### config.mk
export PLATFORM = sky130hd
export DESIGN_NAME = frame_sequencer
export DESIGN_NICKNAME = d
export VERILOG_FILES = /design/src/rtl/frame_sequencer.sv
export SDC_FILE = /design/constraint.sdc
export NUM_CORES = 1
export LEC_CHECK = 0
export CELL_PAD_IN_SITES_DETAIL_PLACEMENT = 0
export CELL_PAD_IN_SITES_GLOBAL_PLACEMENT = 1
export CORE_ASPECT_RATIO = 1.25
export CORE_UTILIZATION = 38
export DETAILED_ROUTE_END_ITERATION = 10
export GPL_TIMING_DRIVEN = 0
export PLACE_DENSITY_LB_ADDON = 0.3
export SLEW_MARGIN = 20
export SYNTH_ARGS = -nofsm -noshare
export SYNTH_HDL_FRONTEND = slang
export SYNTH_SLANG_ARGS = --single-unit
export TNS_END_PERCENT = 1
### constraint.sdc
create_clock -name clk -period 2.5 [get_ports clk]
set_input_delay 0.75 -clock clk [delete_from_list [all_inputs] [get_ports clk]]
set_output_delay 0.75 -clock clk [all_outputs]
set_load 0.01 [all_outputs]
### src/rtl/frame_sequencer.sv
// Frame sequencer: erase/expose/convert phases, then per-row settle and valid/ready readout.
// Optional FRAME_SEQ_SHADOW_CFG_EN latches erase/expose durations at frame start.
module frame_sequencer #(
    parameter int ROWS       = 12,
    parameter int COUNT_BITS = 10,
    parameter int PIXEL_BITS = 8,
    parameter int ROW_SETTLE = 4
) (
    input  logic                  clk,
    input  logic                  reset,
    input  logic                  start,
    input  logic                  continuous,
    input  logic [COUNT_BITS-1:0] erase_time,
    input  logic [COUNT_BITS-1:0] expose_time,
    input  logic                  row_ready,
    output logic                  pixel_erase,
    output logic                  pixel_expose,
    output logic                  ramp_en,
    output logic [PIXEL_BITS-1:0] convert_count,
    output logic [ROWS-1:0]       row_select,
    output logic                  row_valid,
    output logic                  busy,
    output logic                  frame_done
);

    localparam int RW = (ROWS > 1) ? $clog2(ROWS) : 1;

    localparam logic [2:0] S_IDLE    = 3'd0;
    localparam logic [2:0] S_ERASE   = 3'd1;
    localparam logic [2:0] S_EXPOSE  = 3'd2;
    localparam logic [2:0] S_CONVERT = 3'd3;
    localparam logic [2:0] S_SETTLE  = 3'd4;
    localparam logic [2:0] S_OFFER   = 3'd5;
    localparam logic [2:0] S_DONE    = 3'd6;

    localparam logic [COUNT_BITS-1:0] SETTLE_LAST = COUNT_BITS'(ROW_SETTLE - 1);
    localparam logic [RW-1:0]         ROW_LAST    = RW'(ROWS - 1);

    logic [2:0]            state;
    logic [COUNT_BITS-1:0] cnt;
    logic [RW-1:0]         row;
    logic [PIXEL_BITS-1:0] code;
    logic [COUNT_BITS-1:0] erase_cfg, expose_cfg;
    logic [COUNT_BITS-1:0] erase_last, expose_last;
    logic                  frame_enter;

    assign frame_enter = ((state == S_IDLE) && start) || ((state == S_DONE) && continuous);

`ifdef FRAME_SEQ_SHADOW_CFG_EN
    always_ff @(posedge clk or posedge reset) begin
        if (reset) begin
            erase_cfg  <= '0;
            expose_cfg <= '0;
        end else if (frame_enter) begin
            erase_cfg  <= erase_time;
            expose_cfg <= expose_time;
        end
    end
`else
    assign erase_cfg  = erase_time;
    assign expose_cfg = expose_time;
`endif

    // Durations clamp to 1; the up-counter compares against the last cycle index,
    // so a live value dropping below the count ends the phase on the next edge.
    assign erase_last  = (erase_cfg  == '0) ? '0 : erase_cfg  - COUNT_BITS'(1);
    assign expose_last = (expose_cfg == '0) ? '0 : expose_cfg - COUNT_BITS'(1);

    always_ff @(posedge clk or posedge reset) begin
        if (reset) begin
            state <= S_IDLE;
            cnt   <= '0;
            row   <= '0;
            code  <= '0;
        end else begin
            case (state)
                S_IDLE: begin
                    cnt <= '0;
                    if (start) state <= S_ERASE;
                end
                S_ERASE: begin
                    if (cnt >= erase_last) begin
                        state <= S_EXPOSE;
                        cnt   <= '0;
                    end else begin
                        cnt <= cnt + COUNT_BITS'(1);
                    end
                end
                S_EXPOSE: begin
                    if (cnt >= expose_last) begin
                        state <= S_CONVERT;
                        cnt   <= '0;
                        code  <= '0;
                    end else begin
                        cnt <= cnt + COUNT_BITS'(1);
                    end
                end
                S_CONVERT: begin
                    if (&code) begin
                        state <= S_SETTLE;
                        code  <= '0;
                        row   <= '0;
                        cnt   <= '0;
                    end else begin
                        code <= code + PIXEL_BITS'(1);
                    end
                end
                S_SETTLE: begin
                    if (cnt >= SETTLE_LAST) begin
                        state <= S_OFFER;
                        cnt   <= '0;
                    end else begin
                        cnt <= cnt + COUNT_BITS'(1);
                    end
                end
                S_OFFER: begin
                    if (row_ready) begin
                        if (row == ROW_LAST) begin
                            state <= S_DONE;
                        end else begin
                            state <= S_SETTLE;
                            row   <= row + RW'(1);
                            cnt   <= '0;
                        end
                    end
                end
                S_DONE: begin
                    row   <= '0;
                    cnt   <= '0;
                    state <= continuous ? S_ERASE : S_IDLE;
                end
                default: begin
                    state <= S_IDLE;
                    cnt   <= '0;
                    row   <= '0;
                    code  <= '0;
                end
            endcase
        end
    end

    // Outputs decode registered state only, so reset clears them immediately.
    assign pixel_erase   = (state == S_ERASE);
    assign pixel_expose  = (state == S_EXPOSE);
    assign ramp_en       = (state == S_CONVERT);
    assign convert_count = (state == S_CONVERT) ? code : '0;
    assign row_select    = ((state == S_SETTLE) || (state == S_OFFER)) ? (ROWS'(1) << row) : '0;
    assign row_valid     = (state == S_OFFER);
    assign busy          = (state != S_IDLE);
    assign frame_done    = (state == S_DONE);

endmodule
==> Word level (Yosys, flattened, before mapping) <==
Index checks and enable logic that the tools add are counted.
{ "word_totals": {"ff_bits": 25, "inputBits": 25} }
{ "classes": {"eq_ne": 14, "n_bitwise": 2, "mux": 27, "order_cmp": 3, "n_reduce_logical": 12, "add_sub_neg": 5, "shifts": 1} }
{ "ops": {"columns": ["cell", "count"], "rows": [
  ["2-to-1 mux 10 bit", 8],
  ["case mux 10 bit (5 select lines)", 1],
  ["2-to-1 mux 8 bit", 3],
  ["case mux 8 bit (3 select lines)", 1],
  ["case mux 3 bit (7 select lines)", 1],
  ["greater-or-equal comparator 10 bit", 2],
  ["logical NOT 10 bit", 2],
  ["subtractor 10 x 1 -> 10 bit (second input constant)", 2],
  ["2-to-1 mux 3 bit", 6],
  ["2-to-1 mux 12 bit", 1],
  ["2-to-1 mux 4 bit", 3],
  ["case mux 4 bit (3 select lines)", 1],
  ["<< shifter 1 x 4 -> 12 bit (first input constant)", 1],
  ["adder 10 x 1 -> 10 bit (second input constant)", 1],
  ["greater-or-equal comparator 10 x 2 -> 1 bit (second input constant)", 1],
  ["== test 3 bit (second input constant)", 3],
  ["adder 8 x 1 -> 8 bit (second input constant)", 1],
  ["inequality test 2 bit (second input constant)", 4],
  ["AND reduction 8 bit", 1],
  ["== test 3 x 2 -> 1 bit (second input constant)", 2],
  ["inequality test 2 x 1 -> 1 bit (second input constant)", 3],
  ["AND reduction 6 bit", 1],
  ["OR reduction 5 bit", 1],
  ["adder 4 x 1 -> 4 bit (second input constant)", 1],
  ["other kinds (12)", 13]
]} }

==> Depth between registers and ports, before layout <==
Gate-level depths: netlist (run 1).
{ "depth": {"word_depth": 5, "mapped_depth": 13, "mapped_depth_nobuf": 13} }

==> Worst setup path before layout (run 1) <==
OpenSTA, ideal clock, no wires.
{ "synth_timing": {"path_type": "in2reg", "start": "in erase_time[3]", "end": "reg state[0]", "setup_time_ns": 0.125, "path_buffers": 0, "path_slack_ns": -1.016, "path_stages": 13, "arrival_ns": 3.391, "required_ns": 2.375, "cell_sequence": "nor3_1 > nand3_1 > or3_1 > or3_1 > nor3_1 > a21oi_1 > ha_1 > o21a_1 > a2111oi_2 > o2111ai_1 > nand3_2 > a2111oi_2 > mux2_4"} }
{ "synth_via": {"elab_chain_cells": 5} }
{ "synth_rtl": {"columns": ["element", "line", "source"], "rows": [
  ["start, declared", "13", "input logic [COUNT_BITS-1:0] erase_time,"],
  ["subtractor 10 x 1 -> 10 bit or logical NOT 10 bit (tied branches)", "66", "assign erase_last = (erase_cfg == '0) ? '0 : erase_cfg - COUNT_BITS'(1);"],
  ["2-to-1 mux 10 bit (*)", "66", null],
  ["greater-or-equal comparator 10 bit (*)", "82", "if (cnt >= erase_last) begin"],
  ["inequality test 2 x 1 -> 1 bit (no line) (*)", null, null],
  ["AND reduction 6 bit (no line) (*)", null, null],
  ["end signal, assigned", "130", "state <= continuous ? S_ERASE : S_IDLE;"],
  ["end, declared", "39", "logic [2:0] state;"]
]} }
Mark *: on every way between the ends. The rest lies on a longest branch, timed or not.
A chain may end at the register's enable or synchronous reset.

==> Worst setup path after layout (run 1) <==
{ "layout_timing": {"start": "in erase_time[9]", "end": "reg state[0]"} }
Same word-level chain as after synthesis.

==> flow_metrics.py, run 1 <==
metrics = {
    "timing": {
        "finalMaxSlewViolations": 0,
        "hold_violations": 0,
        "rsz0062_at_grt": "true",
        "setup_ws_ns": -0.888,
        "fin_skew_ns": 0.0112,
        "slew_headroom": 0.387,
        "period_minus_slack_ns": 3.39,
        "max_slew.worst_pin.slew_ns": 0.914,
        "setup-violations-final": 20,
        "fmax_mhz": 295,
        "min_period_over_period": 1.36,
        "setup-tns-final_ns": -13.80,
    },
    "place": {
        "routabilityCongestion": 0.818,
        "numPortBuffers": 50,
        "dpl_worst_slack_ns": -1.71,
        "place_area_mm2": 0.00313,
        "dp_hpwl_mm": 4.67,
    },
    "setup_path": {
        "end_kind": "flip-flop",
        "cp_data_required_time_ns": 2.67,
        "cp.arrival_ns": 3.56,
        "critPathMostFrequentCell": "a2111oi_4",
        "crit_fanout": 7,
        "path_class": "in2reg",
        "critPathLaunchType": "input port",
        "r2r_slack_ns": 0.10,
        "cpMaxStageDelayCell": "clkdlybuf4s50_1",
        "slowest_delay_ns": 0.49,
        "path_cells": "clkdlybuf4s50_1 > nor2_1 > and4_4 > nor3_2 > a21oi_1 > ha_1 > a211o_1 > a2111oi_4 > o2111ai_2 > nand3_4 > a2111oi_4 > mux2_4",
    },
    "power": {
        "worst_ir_drop_vdd_mv": 0.359,
        "p_sw_frac": 0.459,
        "p_total_w": 0.00214,
        "power_density_mw_per_mm2": 609,
        "combinationalPowerShare": 0.596,
        "p_seq_frac": 0.284,
        "p_leak_nw": 1.77,
        "clkPwrFrac": 0.120,
        "power.internal_w": 0.00116,
        "p_sw_w": 0.000983,
    },
    "synth": {
        "yosysSeqAreaShare": 0.250,
        "synthMuxAreaShare": 0.0180,
        "synth_edf_count": 0,
        "yosys.area_share.simple": 0.317,
        "yosysMostFrequentCell": "nand2_1",
        "ys_ff_latch": 25,
        "synth_top_family_by_area": "simple AND/OR/NAND/NOR gates",
        "syn-num-nets": 371,
        "synthTopCellsByArea": "dfrtp_1 (25%), ha_1 (16%), nand2_1 (6.5%)",
        "ys.flop_type": "dfrtp_1",
        "yosysWarnings": 0,
        "yosys.area.top_type_share": 0.250,
        "synth_fa_ha_area_frac": 0.160,
        "syn_area_mm2": 0.00250,
        "synth_xor_area_frac": 0.0420,
        "syn_inst": 314,
        "yosys-top-cells-count": "nand2_1 (43), ha_1 (32), nor2_1 (29)",
        "ys_types": 52,
        "ys_async_sr_fraction": 1.00,
        "synth_top_cell_by_area": "dfrtp_1",
        "synth-compound-area-share": 0.172,
        "synth.avg_cell_area_um2": 7.97,
    },
    "hold_path": {
        "hold_path.class": "reg2reg",
    },
    "job": {
        "max_cap_violations": 0,
    },
    "floorplanning": {
        "core_mm2": 0.00625,
        "die_width_um": 74.6,
        "initial_core_util": 0.401,
        "fp.dieH_um": 92.7,
        "io_pins": 51,
        "die_area_mm2": 0.00692,
        "fp-row-count": 32,
    },
    "finish": {
        "final_util": 0.563,
        "drive_gt1_frac": 0.240,
        "finalInstanceArea_mm2": 0.00352,
        "synthToLayoutAreaGrowth_pct": 40.6,
        "antenna_cells": 0,
        "final_net_count": 442,
    },
    "clock_tree": {
        "cts_tree": "done",
        "insertion_delay_ns": 0.28,
        "clk_path_buf_depth": 2,
        "cts_buffers": 3,
        "cts_sinks": 25,
        "clkTransAtPathRegs_ns": 0.10,
        "htree_levels": 1,
        "root_buffer": "clkbuf_8",
    },
    "detailed_routing": {
        "drt_first_iter_violations": 56,
        "drt-pass1-iter-count": 4,
        "ant_nets": 0,
        "wirelength_mm": 6.35,
        "wl_per_cell_um": 13.5,
        "drc": 0,
        "viasPerCell": 5.27,
        "vias": 2473,
    },
    "global_routing": {
        "grt_pass1_wl_mm": 10.5,
        "grt-ovfl-total": 0,
        "grt_pass1_vias": 2370,
        "antenna_found_initial": 0,
        "grt_start_max_net_pins": 26,
        "track_usage": 0.191,
    },
    "run_status": {
        "status": "complete, but fails checks",
        "violations": "negative setup slack",
    },
}
sequential cells by signal, summed over array words and instances (netlist names):
| name | flops |
|---|---|
| row | 4 |
| state | 3 |
| cnt | 10 |
| code | 8 |
cells by family after synthesis:
group / after synthesis
simple gates: 156
fa+ha+maj: 32
mux: 4
xor+xnor: 12
flops: 25
compound gates: 61
buf+inv: 24
power groups by stage:
stage | logic, W | registers [W] | clock network, W
4_1_cts | 0.00121 | 0.000603 | 0.000264
5_1_grt | 0.00142 | 0.000625 | 0.000282
6_report | 0.00128 | 0.000608 | 0.000257
2_1_floorplan | 0.000811 | 0.000577 | 0
3_3_place_gp | 0.00114 | 0.000608 | 0
3_5_place_dp | 0.00115 | 0.000608 | 0
what timing repair did:
action	CTS	global route
hold buffers	0	0
endpoints found under the hold margin	0	0
pin swaps	13	30
endpoints found under the setup margin	44	33
setup buffers	9	8
resized for setup	60	76
path summary, 6_finish.rpt:
path | startpoint | cells after the start | endpoint
max in group asynchronous | reset | 2 | cnt[4]$_DFFE_PP0P_
setup / recovery | erase_time[9] | 12 | state[0]$_DFFE_PP0P_
hold reg to reg | code[5]$_DFFE_PP0P_ | 1 | code[5]$_DFFE_PP0P_
min in group asynchronous | reset | 2 | code[1]$_DFFE_PP0P_
setup reg to reg | cnt[7]$_DFFE_PP0P_ | 7 | state[0]$_DFFE_PP0P_
hold / removal | code[5]$_DFFE_PP0P_ | 1 | code[5]$_DFFE_PP0P_
through the flow:
stage	hold WS [ns]	instances
2_1_floorplan	0.474	314
3_3_place_gp	0.503	449
3_5_place_dp	0.518	449
4_1_cts	0.531	461
5_1_grt	0.567	469
6_report	0.529	469
routing by layer:
| layer | GRT usage | up-vias | wire length [µm] |
|---|---|---|---|
| met5 | 0 | - | 0 |
| met4 | 0.0519 | 0 | 71 |
| met3 | 0.0141 | 6 | 154 |
| met2 | 0.348 | 42 | 3310 |
| met1 | 0.234 | 1146 | 2820 |
| li1 | - | 1279 | - |
layout by cell type (no fill, tap or decap), types with 3 or more instances in the layout:
| master | n |
|---|---|
| xor2_1 | 8 |
| nand2b_1 | 9 |
| nor3_1 | 16 |
| nor2_1 | 28 |
| nor3_2 | 3 |
| o22ai_1 | 5 |
| o21ai_1 | 9 |
| clkbuf_2 | 8 |
| clkbuf_8 | 3 |
| inv_2 | 7 |
| and2_1 | 10 |
| dfrtp_1 | 25 |
| buf_6 | 4 |
| nor3_4 | 4 |
| dlymetal6s2s_1 | 15 |
| mux2i_1 | 3 |
| nor4_1 | 4 |
| nand3_1 | 7 |
| dlygate4sd2_1 | 13 |
| and3_1 | 4 |
| ha_1 | 28 |
| inv_1 | 7 |
| nand2_1 | 41 |
| buf_4 | 16 |
| nand4_1 | 3 |
| xnor2_1 | 4 |
| o21ai_0 | 10 |
| clkdlybuf4s50_1 | 9 |
| a21oi_1 | 11 |
| buf_2 | 4 |
| or2_2 | 4 |
layout make-up:
cell class,count,area (µm²)
buffer,6,51.3
clock buffer,3,41.3
clock inverter,1,8.76
fill,611,2730
inverter,17,68.8
multi-input combinational,265,2000
sequential,25,626
tap,85,106
timing repair buffer,67,613
critical path, delay by kind of cell:
family | cells | cell delay [ns]
compound gates | 5 | 1.08
fa+ha+maj | 1 | 0.26
buf+inv | 1 | 0.49
mux | 1 | 0.31
simple gates | 4 | 0.67
(Power assumes the default switching activity.)
==> run 2, diff against run 1 <==
--- a/config.mk
+++ b/config.mk
@@ -12,6 +12,7 @@
 export DETAILED_ROUTE_END_ITERATION = 10
 export GPL_TIMING_DRIVEN = 0
 export PLACE_DENSITY_LB_ADDON = 0.3
+export RECOVER_POWER = 50
 export SLEW_MARGIN = 20
 export SYNTH_ARGS = -nofsm -noshare
 export SYNTH_HDL_FRONTEND = slang
==> run 2 against run 1 <==
- wire length increased by 0.30%
- largest power group unchanged
- count of clock-buffer cells in the layout did not move
- sequential cell count did not move
- clock skew is essentially flat
- the run still ends with negative setup slack left
- critical path type unchanged
- sequential power about the same
==> flow_metrics.py, run 2 (synthesis gave the netlist of run 1 again) <==
metrics = {
    "power": {
        "clkPwrFrac": 0.120,
        "p_sw_frac": 0.459,
        "p_seq_frac": 0.285,
        "worst_ir_drop_vdd_mv": 0.359,
        "p_sw_w": 0.000983,
        "p_leak_nw": 1.77,
        "combinationalPowerShare": 0.595,
        "power_density_mw_per_mm2": 609,
        "power.internal_w": 0.00116,
    },
    "clock_tree": {
        "root_buffer": "clkbuf_8",
        "insertion_delay_ns": 0.28,
        "clkTransAtPathRegs_ns": 0.10,
        "clk_path_buf_depth": 2,
        "cts_tree": "done",
        "cts_buffers": 3,
        "htree_levels": 1,
        "cts_sinks": 25,
    },
    "global_routing": {
        "grt_pass1_wl_mm": 10.5,
        "grt_start_max_net_pins": 26,
        "grt_pass1_vias": 2370,
        "grt-ovfl-total": 0,
        "antenna_found_initial": 0,
        "track_usage": 0.191,
    },
    "timing": {
        "setup_ws_ns": -0.888,
        "rsz0062_at_grt": "true",
        "hold_violations": 0,
        "finalMaxSlewViolations": 0,
        "setup-violations-final": 20,
        "period_minus_slack_ns": 3.39,
        "whs_ns": 0.530,
        "fin_skew_ns": 0.0110,
        "slew_headroom": 0.384,
        "fmax_mhz": 295,
        "min_period_over_period": 1.36,
        "max_slew.worst_pin.slew_ns": 0.918,
    },
    "detailed_routing": {
        "wl_per_cell_um": 13.6,
        "ant_nets": 0,
        "drt-pass1-iter-count": 4,
        "wirelength_mm": 6.37,
        "drc": 0,
        "drt_first_iter_violations": 62,
        "viasPerCell": 5.29,
        "vias": 2481,
    },
    "finish": {
        "final_util": 0.562,
        "antenna_cells": 0,
        "largest_reg_flops": 10,
        "largest-register": "cnt",
        "synthToLayoutAreaGrowth_pct": 40.3,
        "drive_gt1_frac": 0.240,
        "final_common_cell": "nand2_1",
        "final_net_count": 442,
        "reg_top3": "cnt (10), code (8), row (4)",
        "layout_common_cells": "nand2_1 (41), nor2_1 (28), ha_1 (28), dfrtp_1 (25)",
    },
    "floorplanning": {
        "fp.dieH_um": 92.7,
        "io_pins": 51,
        "initial_core_util": 0.401,
        "fp-row-count": 32,
        "die_width_um": 74.6,
        "die_area_mm2": 0.00692,
        "core_mm2": 0.00625,
    },
    "place": {
        "dpl_worst_slack_ns": -1.71,
        "numPortBuffers": 50,
        "routabilityCongestion": 0.818,
        "dp_hpwl_mm": 4.67,
    },
    "run_status": {
        "violations": "negative setup slack",
        "status": "complete, but fails checks",
    },
    "hold_path": {
        "hold_path.class": "reg2reg",
        "hold_start": "code[5]$_DFFE_PP0P_",
    },
    "setup_path": {
        "cp.arrival_ns": 3.56,
        "startpoint": "erase_time[9]",
        "critPathLaunchType": "input port",
        "crit_fanout": 7,
        "cp_data_required_time_ns": 2.67,
        "path_class": "in2reg",
        "end_kind": "flip-flop",
        "r2r-start": "cnt[7]$_DFFE_PP0P_",
    },
    "job": {
        "max_cap_violations": 0,
    },
}
[run 2: repair_timing]
action                                  in CTS  in global routing
buffers inserted                             9                  8
pin swaps                                   13                 30
hold buffers                                 0                  0
gates resized for setup                     60                 76
hold endpoints to repair                     0                  0
endpoints found under the setup margin      44                 33
[run 2: final timing paths]
check,to,slack [ns],cells past startpoint
hold / removal,code[5]$_DFFE_PP0P_,0.53,1
setup / recovery,state[0]$_DFFE_PP0P_,-0.89,12
hold reg to reg,code[5]$_DFFE_PP0P_,0.53,1
max in group asynchronous,cnt[4]$_DFFE_PP0P_,1.07,2
setup reg to reg,state[0]$_DFFE_PP0P_,0.10,7
min in group asynchronous,code[1]$_DFFE_PP0P_,0.99,2
[run 2: area by class of cell]
cell class / instances / area, µm²
clock buffer: 3 / 41.3
buffer: 6 / 51.3
multi-input combinational: 265 / 1990
inverter: 17 / 68.8
timing repair buffer: 67 / 613
clock inverter: 1 / 8.76
fill: 611 / 2740
sequential: 25 / 626
tap: 85 / 106
[run 2: power by group through the flow]
stage	Clock, W	Combinational [W]	Sequential (W)
global placement	0	0.00114	0.000608
detailed placement	0	0.00115	0.000608
CTS	0.000264	0.00121	0.000603
global route	0.000282	0.00141	0.000625
floorplan	0	0.000811	0.000577
finish	0.000257	0.00127	0.000609
[run 2: routing by layer]
| metal | routed length, µm | vias to the layer above | global-route usage |
|---|---|---|---|
| met5 | 0 | - | 0 |
| met4 | 71 | 0 | 0.0519 |
| met3 | 153 | 6 | 0.0141 |
| met2 | 3300 | 45 | 0.348 |
| met1 | 2840 | 1148 | 0.234 |
| li1 | - | 1282 | - |
[run 2: critical path, cell delays in order]
cell	delay (ns)
clkdlybuf4s50_1	0.49
nor2_1	0.15
and4_4	0.28
nor3_2	0.05
a21oi_1	0.13
ha_1	0.26
a211o_1	0.30
a2111oi_4	0.40
o2111ai_2	0.20
nand3_4	0.19
a2111oi_4	0.05
mux2_4	0.31
[run 2: metrics by stage]
| step | total power [W] | instance area [µm²] | cells | setup TNS, ns |
|---|---|---|---|---|
| 2_1_floorplan | 0.00139 | 2520 | 314 | -13.86 |
| 3_3_place_gp | 0.00175 | 3130 | 449 | -32.19 |
| 3_5_place_dp | 0.00176 | 3130 | 449 | -33.01 |
| 4_1_cts | 0.00208 | 3300 | 461 | -22.97 |
| 5_1_grt | 0.00232 | 3510 | 469 | -16.75 |
| 6_report | 0.00214 | 3510 | 469 | -13.83 |
